$ cat config.mk
export PLATFORM = sky130hd
export DESIGN_NAME = staticio_tx_sched_flat
export DESIGN_NICKNAME = d
export VERILOG_FILES = /design/src/rtl/staticio_pkg.sv /design/src/rtl/staticio_tx_sched_if.sv /design/src/rtl/staticio_rr_pick.sv /design/src/rtl/staticio_tx_sched.sv /design/src/flat_wrapper.sv
export SDC_FILE = /design/constraint.sdc
export NUM_CORES = 1
export LEC_CHECK = 0
export CORE_ASPECT_RATIO = 1.75
export CORE_MARGIN = 4
export CORE_UTILIZATION = 49
export DETAILED_ROUTE_END_ITERATION = 10
export GPL_TIMING_DRIVEN = 0
export PLACE_DENSITY = 0.89
export SLEW_MARGIN = 20
export SYNTH_ARGS = -nofsm -noshare
export SYNTH_HDL_FRONTEND = slang
export SYNTH_SLANG_ARGS = --single-unit
$ cat constraint.sdc
create_clock -name clk -period 3.6 [get_ports clk]
set_input_delay 0.72 -clock clk [delete_from_list [all_inputs] [get_ports clk]]
set_output_delay 0.72 -clock clk [all_outputs]
set_load 0.1 [all_outputs]
$ cat src/rtl/staticio_pkg.sv
// staticio_pkg: shared definitions for the static-I/O transmit scheduler.
//   - state_e          : scheduler FSM state encoding
//   - NREQ_MAX         : largest legal number of external requesters
//   - HB_WORD_DEFAULT  : default heartbeat payload
//   - HALF_PERIOD / BIT_PERIOD / FRAME_CLKS : UART frame timing in core clocks
package staticio_pkg;

  typedef enum logic [2:0] {
    ST_IDLE       = 3'd0,
    ST_LOAD       = 3'd1,
    ST_WAIT_START = 3'd2,
    ST_WAIT_DONE  = 3'd3,
    ST_GAP        = 3'd4
  } state_e;

  localparam int          NREQ_MAX        = 7;
  localparam logic [15:0] HB_WORD_DEFAULT = 16'hACF1;

  // UART frame: 17 bit times of 688 clk each (two half periods plus 2).
  localparam int HALF_PERIOD = 343;
  localparam int BIT_PERIOD  = 688;
  localparam int FRAME_BITS  = 17;
  localparam int FRAME_CLKS  = FRAME_BITS * BIT_PERIOD;

endpackage

$ cat src/rtl/staticio_tx_sched_if.sv
// staticio_tx_sched_if: request bus and UART side-band of the transmit scheduler.
//   slave  modport : the scheduler (takes requests, drives the UART).
//   master modport : requesters/UART model facing the scheduler.
// Handshake: a requester raises req_valid[i] with req_data slot i and holds both
// until req_ready[i] pulses for one cycle; that pulse is the accept.
interface staticio_tx_sched_if #(
  parameter int NREQ = 3
);
  logic [NREQ-1:0]    req_valid;
  logic [16*NREQ-1:0] req_data;
  logic [NREQ-1:0]    req_ready;
  logic               uart_load;
  logic [15:0]        uart_data;
  logic               uart_txint;
  logic               uart_tsre;
  logic               err_clr;
  logic               busy;
  logic [2:0]         grant_id;
  logic               timeout_err;

  modport slave (
    input  req_valid, req_data, uart_txint, uart_tsre, err_clr,
    output req_ready, uart_load, uart_data, busy, grant_id, timeout_err
  );

  modport master (
    output req_valid, req_data, uart_txint, uart_tsre, err_clr,
    input  req_ready, uart_load, uart_data, busy, grant_id, timeout_err
  );
endinterface

$ cat src/rtl/staticio_rr_pick.sv
// staticio_rr_pick: combinational round-robin picker.
//   i_pend  : pending mask, bit i = slot i (unused slots must be 0)
//   i_last  : slot of the previous grant
//   o_any   : some slot is pending
//   o_grant : first pending slot scanning upward from i_last+1, wrapping
// Scanning all 8 positions mod 8 is equivalent to wrapping at the real slot
// count because bits above the last real slot are always zero.
module staticio_rr_pick
  import staticio_pkg::*;
(
  input  logic [7:0] i_pend,
  input  logic [2:0] i_last,
  output logic       o_any,
  output logic [2:0] o_grant
);

  logic [2:0] w_idx;

  always_comb begin
    o_any   = 1'b0;
    o_grant = 3'd0;
    w_idx   = 3'd0;
    for (int k = 1; k <= 8; k++) begin
      w_idx = i_last + 3'(k);
      if (!o_any && i_pend[w_idx]) begin
        o_any   = 1'b1;
        o_grant = w_idx;
      end
    end
  end

endmodule

$ cat src/rtl/staticio_tx_sched.sv
// staticio_tx_sched: shares one static-I/O UART transmitter among NREQ word
// producers (plus an optional heartbeat slot), round-robin, one frame at a time.
// Ports:
//   clk, reset_n   : core clock, asynchronous active-low reset
//   bus (slave)    : requests, UART load/data, UART txint/tsre, status
//   o_dbg_state    : current FSM state
// Optional feature macro: STATICIO_TX_SCHED_HEARTBEAT_EN adds a heartbeat
// requester on slot NREQ that raises a request every HB_PERIOD clocks.
module staticio_tx_sched
  import staticio_pkg::*;
#(
  parameter int          NREQ           = 3,
  parameter logic [15:0] GAP_CYCLES     = 16'd0,
  parameter logic [15:0] TIMEOUT_CYCLES = 16'd16384,
  parameter logic [25:0] HB_PERIOD      = 26'd19_000_000,
  parameter logic [15:0] HB_WORD        = HB_WORD_DEFAULT
) (
  input  logic                 clk,
  input  logic                 reset_n,
  staticio_tx_sched_if.slave   bus,
  output state_e               o_dbg_state
);

`ifdef STATICIO_TX_SCHED_HEARTBEAT_EN
  localparam int NSLOT = NREQ + 1;
`else
  localparam int NSLOT = NREQ;
`endif
  // Resetting to the highest slot makes slot 0 win the first arbitration.
  localparam logic [2:0] LAST_RST = 3'(NSLOT - 1);

  state_e            r_state;
  logic [15:0]       r_cnt;        // watchdog in WAIT_*, gap counter in GAP
  logic [2:0]        r_last;
  logic              r_uart_load;
  logic [15:0]       r_uart_data;
  logic [NREQ-1:0]   r_req_ready;
  logic              r_busy;
  logic [2:0]        r_grant_id;
  logic              r_timeout_err;

  logic [7:0]        w_pend;
  logic              w_any;
  logic [2:0]        w_grant;
  logic [15:0]       w_word;
  logic              w_wd_expired;

`ifdef STATICIO_TX_SCHED_HEARTBEAT_EN
  logic [25:0] r_hb_cnt;
  logic        r_hb_pending;
  logic        w_hb_tick;

  assign w_hb_tick = (r_hb_cnt == HB_PERIOD - 26'd1);

  // A tick beats the LOAD clear, so a tick landing on the heartbeat LOAD
  // leaves a fresh request pending; ticks while pending simply coalesce.
  always_ff @(posedge clk or negedge reset_n) begin
    if (!reset_n) begin
      r_hb_cnt     <= '0;
      r_hb_pending <= 1'b0;
    end else begin
      r_hb_cnt <= w_hb_tick ? 26'd0 : r_hb_cnt + 26'd1;
      if (w_hb_tick)
        r_hb_pending <= 1'b1;
      else if (r_state == ST_LOAD && r_grant_id == 3'(NREQ))
        r_hb_pending <= 1'b0;
    end
  end
`endif

  always_comb begin
    w_pend = '0;
    w_pend[NREQ-1:0] = bus.req_valid;
`ifdef STATICIO_TX_SCHED_HEARTBEAT_EN
    w_pend[NREQ] = r_hb_pending;
`endif
  end

  // Any grant beyond the external slots can only be the heartbeat slot.
  always_comb begin
    w_word = HB_WORD;
    for (int i = 0; i < NREQ; i++) begin
      if (w_grant == 3'(i)) w_word = bus.req_data[16*i +: 16];
    end
  end

  staticio_rr_pick u_pick (
    .i_pend  (w_pend),
    .i_last  (r_last),
    .o_any   (w_any),
    .o_grant (w_grant)
  );

  assign w_wd_expired = (r_cnt == TIMEOUT_CYCLES - 16'd1);

  always_ff @(posedge clk or negedge reset_n) begin
    if (!reset_n) begin
      r_state       <= ST_IDLE;
      r_cnt         <= '0;
      r_last        <= LAST_RST;
      r_uart_load   <= 1'b0;
      r_uart_data   <= '0;
      r_req_ready   <= '0;
      r_busy        <= 1'b0;
      r_grant_id    <= '0;
      r_timeout_err <= 1'b0;
    end else begin
      r_uart_load <= 1'b0;
      r_req_ready <= '0;
      if (bus.err_clr) r_timeout_err <= 1'b0;

      case (r_state)
        ST_IDLE: begin
          if (w_any) begin
            r_state     <= ST_LOAD;
            r_uart_load <= 1'b1;
            r_req_ready <= (w_grant < 3'(NREQ)) ? (NREQ'(1) << w_grant) : '0;
            r_uart_data <= w_word;
            r_grant_id  <= w_grant;
            r_busy      <= 1'b1;
          end
        end
        // The grant is committed here, so a frame that later times out is
        // already counted as consumed and arbitration moves past it.
        ST_LOAD: begin
          r_last  <= r_grant_id;
          r_cnt   <= '0;
          r_state <= ST_WAIT_START;
        end
        ST_WAIT_START: begin
          if (bus.uart_txint) begin
            r_cnt   <= '0;
            r_state <= ST_WAIT_DONE;
          end else if (w_wd_expired) begin
            r_timeout_err <= 1'b1;
            r_state       <= ST_IDLE;
            r_busy        <= 1'b0;
          end else begin
            r_cnt <= r_cnt + 16'd1;
          end
        end
        ST_WAIT_DONE: begin
          if (bus.uart_tsre) begin
            r_cnt <= '0;
            if (GAP_CYCLES != 16'd0) begin
              r_state <= ST_GAP;
            end else begin
              r_state <= ST_IDLE;
              r_busy  <= 1'b0;
            end
          end else if (w_wd_expired) begin
            r_timeout_err <= 1'b1;
            r_state       <= ST_IDLE;
            r_busy        <= 1'b0;
          end else begin
            r_cnt <= r_cnt + 16'd1;
          end
        end
        ST_GAP: begin
          if (r_cnt == GAP_CYCLES - 16'd1) begin
            r_state <= ST_IDLE;
            r_busy  <= 1'b0;
          end else begin
            r_cnt <= r_cnt + 16'd1;
          end
        end
        default: begin
          r_state <= ST_IDLE;
          r_busy  <= 1'b0;
        end
      endcase
    end
  end

  assign bus.uart_load   = r_uart_load;
  assign bus.uart_data   = r_uart_data;
  assign bus.req_ready   = r_req_ready;
  assign bus.busy        = r_busy;
  assign bus.grant_id    = r_grant_id;
  assign bus.timeout_err = r_timeout_err;
  assign o_dbg_state     = r_state;

endmodule
$ cat src/flat_wrapper.sv
// flat-port wrapper written by rule: the top's interface ports become plain ports
module staticio_tx_sched_flat import staticio_pkg::*;
#(
  parameter int          NREQ           = 3,
  parameter logic [15:0] GAP_CYCLES     = 16'd0,
  parameter logic [15:0] TIMEOUT_CYCLES = 16'd16384,
  parameter logic [25:0] HB_PERIOD      = 26'd19_000_000,
  parameter logic [15:0] HB_WORD        = HB_WORD_DEFAULT
)
  (clk, reset_n, o_dbg_state, bus_req_valid, bus_req_data, bus_uart_txint, bus_uart_tsre, bus_err_clr, bus_req_ready, bus_uart_load, bus_uart_data, bus_busy, bus_grant_id, bus_timeout_err);
  staticio_tx_sched_if #(.NREQ(NREQ)) bus_i ();
  input  logic clk;
  input  logic reset_n;
  output state_e o_dbg_state;
  input wire logic [$bits(bus_i.req_valid)-1:0] bus_req_valid;
  input wire logic [$bits(bus_i.req_data)-1:0] bus_req_data;
  input wire logic [$bits(bus_i.uart_txint)-1:0] bus_uart_txint;
  input wire logic [$bits(bus_i.uart_tsre)-1:0] bus_uart_tsre;
  input wire logic [$bits(bus_i.err_clr)-1:0] bus_err_clr;
  output wire logic [$bits(bus_i.req_ready)-1:0] bus_req_ready;
  output wire logic [$bits(bus_i.uart_load)-1:0] bus_uart_load;
  output wire logic [$bits(bus_i.uart_data)-1:0] bus_uart_data;
  output wire logic [$bits(bus_i.busy)-1:0] bus_busy;
  output wire logic [$bits(bus_i.grant_id)-1:0] bus_grant_id;
  output wire logic [$bits(bus_i.timeout_err)-1:0] bus_timeout_err;
  assign bus_i.req_valid = bus_req_valid;
  assign bus_i.req_data = bus_req_data;
  assign bus_i.uart_txint = bus_uart_txint;
  assign bus_i.uart_tsre = bus_uart_tsre;
  assign bus_i.err_clr = bus_err_clr;
  assign bus_req_ready = bus_i.req_ready;
  assign bus_uart_load = bus_i.uart_load;
  assign bus_uart_data = bus_i.uart_data;
  assign bus_busy = bus_i.busy;
  assign bus_grant_id = bus_i.grant_id;
  assign bus_timeout_err = bus_i.timeout_err;
  staticio_tx_sched #(.NREQ(NREQ), .GAP_CYCLES(GAP_CYCLES), .TIMEOUT_CYCLES(TIMEOUT_CYCLES), .HB_PERIOD(HB_PERIOD), .HB_WORD(HB_WORD)) u_core (.clk(clk), .reset_n(reset_n), .bus(bus_i), .o_dbg_state(o_dbg_state));
endmodule
==> run summary <==
====================================================================================================
Predominant post-synthesis flop cell                                                    sky130_fd_sc_hd__dfrtp_1
Post-route non-filler standard cell count                                                        512
CTS H-Tree Depth                                                                                   2
Total nets after synthesis                                                                       397
Inserted Clock Buffers                                                                             5
Average footprint of a synthesized cell                                                    9.14 um^2
Initial Utilization                                                                            50.0%
CP Capture Type                                                                                 flop
Antenna violations before repair                                                                   0
Maximum number of pins on one net before global-route repair                                      34
Highest-count cells in the layout ignoring fill and taps                                82 x sky130_fd_sc_hd__clkdlybuf4s50_1, 46 x sky130_fd_sc_hd__dfrtp_1, 29 x sky130_fd_sc_hd__nand2_1
Most common library cell in the layout ignoring fill and taps                           sky130_fd_sc_hd__clkdlybuf4s50_1
Slew at the pin closest to its max-slew limit                                                1.01 ns
Gate Count Post-Synth                                                                            338
Number of routed nets with antenna violations                                                      0
Setup-failing EPs final                                                                            0
Number of placed I/O pins                                                                         84
Maximum clock skew at final layout                                                         0.0101 ns
Fillcell total                                                                                   505
# clock sinks                                                                                     47
Final clock period utilization by the worst path                                               96.5%
Maximum vdd drop                                                                              731 uV
Ys Warns                                                                                           0
Design Area, Final                                                                         4140 um^2
Fmax                                                                                       0.288 GHz
Register-to-Register Path Depth                                                                   12
Layout Area Growth over Synthesis                                                              34.1%
Shortest clock period the worst path allows after layout                                     3.47 ns
Clock insertion delay at the later pin of the skew report                                    0.31 ns
Leak Pwr                                                                                     1.78 nW
Number of buffers on the longest clock path                                                        2
Hold-fix buffer count after cts                                                                    0
DRC violation total after the first TritonRoute iteration                                        176
Share of cells above drive strength 1                                                          11.8%
All-layer global routing usage                                                                 24.3%
Vias in the first global route                                                                  3039
Grt ovf                                                                                            0
Total routed wirelength                                                                      8.83 mm
Type of element launching the critical path                                                     flop
Cell area after placement                                                                  4040 um^2
Number of failing hold endpoints at the final stage                                                0
Total vias in the final route                                                                   3051
Slew HR                                                                                        32.4%
Placeable core area                                                                        6180 um^2
Global-route wire length before repair                                                       14.1 mm
Clock Root Buffer                                                                       sky130_fd_sc_hd__clkbuf_8
Synth async-reset ratio                                                                         100%
Die width                                                                                    68.0 um
Final antenna diode count                                                                          0
Detailed-routing iteration count for the pre-antenna-repair pass                                   4
Max-slew violation count                                                                           0
Crit-path max FO                                                                                  10
Final weighted congestion of routability-driven global placement                               0.899
Final total negative setup slack                                                                0 ns
Clock-pin slew reported for the worst setup and hold paths after clock tree synthesis        0.09 ns
Category of the most critical setup path                                                flop to flop
Unique masters post-synth                                                                         66
# Max-Cap Violations                                                                               0
Share of synthesized area occupied by flip-flops and latches                                   38.1%
Post-DR vias/cell                                                                               5.96
Placed insts                                                                                     502
Total number of placement rows                                                                    38
Post-synthesis instance area                                                               3090 um^2
Req. time, crit path                                                                         3.79 ns
Count of unresolved DRC violations after routing                                                   0
Total power density per cell area                                                       1020 nW/um^2
Fin nets                                                                                         490
Result of the run                                                                       finished, final reports clean
CTS tree                                                                                         yes
Die footprint                                                                              7690 um^2
Routed len/inst                                                                              17.3 um
Flops & latches, synth                                                                            47
Half-perimeter wire length after detailed placement                                          6.80 mm
Data arrival, critical path                                                                  3.67 ns
Hold Path Class                                                                         input pin to asynchronous set/reset pin
Die extent in y                                                                               113 um
RSZ-0062 raised after global routing                                                             yes
Post-synth EDFFs                                                                                   0
Number of buffers inserted by port buffering                                                      83
====================================================================================================
==> synth_stat cells (5+ instances only) <==
cell type | number | share of area (%)
sky130_fd_sc_hd__a21oi_1 | 24 | 3.9
sky130_fd_sc_hd__o211ai_1 | 9 | 2.2
sky130_fd_sc_hd__mux2i_1 | 9 | 2.9
sky130_fd_sc_hd__nor2_1 | 24 | 2.9
sky130_fd_sc_hd__a221oi_1 | 6 | 1.7
sky130_fd_sc_hd__nand2_1 | 29 | 3.5
sky130_fd_sc_hd__nand3_1 | 13 | 2.1
sky130_fd_sc_hd__a221o_1 | 5 | 1.6
sky130_fd_sc_hd__inv_1 | 23 | 2.8
sky130_fd_sc_hd__o22ai_2 | 6 | 2.4
sky130_fd_sc_hd__a31oi_1 | 7 | 1.4
sky130_fd_sc_hd__dfrtp_1 | 46 | 37
sky130_fd_sc_hd__o21ai_0 | 21 | 3.4
sky130_fd_sc_hd__buf_2 | 10 | 1.6
sky130_fd_sc_hd__nor2b_1 | 6 | 1.2
==> through the flow <==
stage          util [%]  power (mW)  hold WS, ns  setup slack (ns)
6_report           67.0        4.24        0.314             0.125
5_1_grt            67.0        4.47        0.328           -0.0296
4_1_cts            66.6        4.20        0.315             0.111
3_5_place_dp       65.3        3.87        0.493            0.0865
3_3_place_gp       65.1        3.81        0.466             0.120
2_1_floorplan         -        3.13        0.424             0.486
==> path summary, 6_finish.rpt <==
check | startpoint | end | slack (ns)
setup / recovery | u_core.r_last[1] | u_core.bus.uart_data[10] | 0.13
hold / removal | reset_n | u_core.bus.uart_data[0] | 0.31
setup reg to reg | u_core.r_last[1] | u_core.bus.uart_data[10] | 0.13
hold reg to reg | u_core.r_cnt[7] | u_core.r_cnt[7] | 0.51
max in group asynchronous | reset_n | u_core.r_last[1] | 2.71
min in group clk | u_core.r_cnt[7] | u_core.r_cnt[7] | 0.51
==> kinds of logic (layout without fill, tap and decap cells) <==
group | Yosys count | in the layout | synth area share (%)
muxes | 12 | 12 | 4.13
xor gates and xnor gates | 2 | 2 | 1.05
AOI/OAI and AO/OA | 119 | 119 | 29.0
DFF | 47 | 47 | 38.1
and+or+nand+nor | 112 | 112 | 19.9
adders and majority gates | 3 | 3 | 1.21
buffers and inverters | 43 | 137 | 6.60
==> repair_timing <==
| item | in CTS | in global routing |
|---|---|---|
| gates resized for setup | 0 | 2 |
| endpoints found under the hold margin | 0 | 0 |
| setup endpoints to repair | 0 | 14 |
| setup buffers | 0 | 2 |
==> flip-flops by register name, summed over array words and instances (netlist names) <==
register                count
u_core.r_last               3
u_core.r_cnt               16
u_core.bus.grant_id         3
u_core.bus.timeout_err      1
u_core.bus.uart_load        1
u_core.bus.uart_data       16
u_core.bus.req_ready        3
u_core.bus.busy             1
u_core.o_dbg_state          3
==> area by class of cell <==
class                           count  area [um^2]  area share [%]
Clock inverter                      1         5.00           0.121
Sequential cell                    47         1180            28.4
Timing Repair Buffer               86          861            20.8
Buffer                             19          114            2.75
Tap cell                           80          100            2.42
Inverter                           24         90.1            2.17
Clock buffer                        7         76.3            1.84
Multi-Input combinational cell    248         1720            41.5
==> power breakdown <==
group / switching, mW / internal (mW)
clock network: 0.177 / 0.137
registers: 0.115 / 0.693
logic: 2.12 / 1.00
==> per-layer routing <==
metal	share of wire [%]	vias to the layer above	wire length [um]	GRT usage, %
met3	3.5	32	307	4.47
met5	0	-	0	0
met1	37	1489	3270	27.1
met4	4.4	0	387	13.1
li1	-	1440	-	-
met2	55	90	4870	41.8
==> critical path, cell delays in order (launching register included) <==
cell	delay, ns
sky130_fd_sc_hd__dfstp_2	0.54
sky130_fd_sc_hd__buf_2	0.21
sky130_fd_sc_hd__inv_1	0.14
sky130_fd_sc_hd__ha_1	0.31
sky130_fd_sc_hd__buf_6	0.13
sky130_fd_sc_hd__mux2_2	0.37
sky130_fd_sc_hd__o211a_1	0.26
sky130_fd_sc_hd__nand3b_2	0.26
sky130_fd_sc_hd__o211ai_1	0.27
sky130_fd_sc_hd__a22oi_4	0.17
sky130_fd_sc_hd__buf_2	0.23
sky130_fd_sc_hd__a221oi_1	0.35
sky130_fd_sc_hd__o22ai_2	0.10
Note: power is estimated with default switching activity, not from simulation.
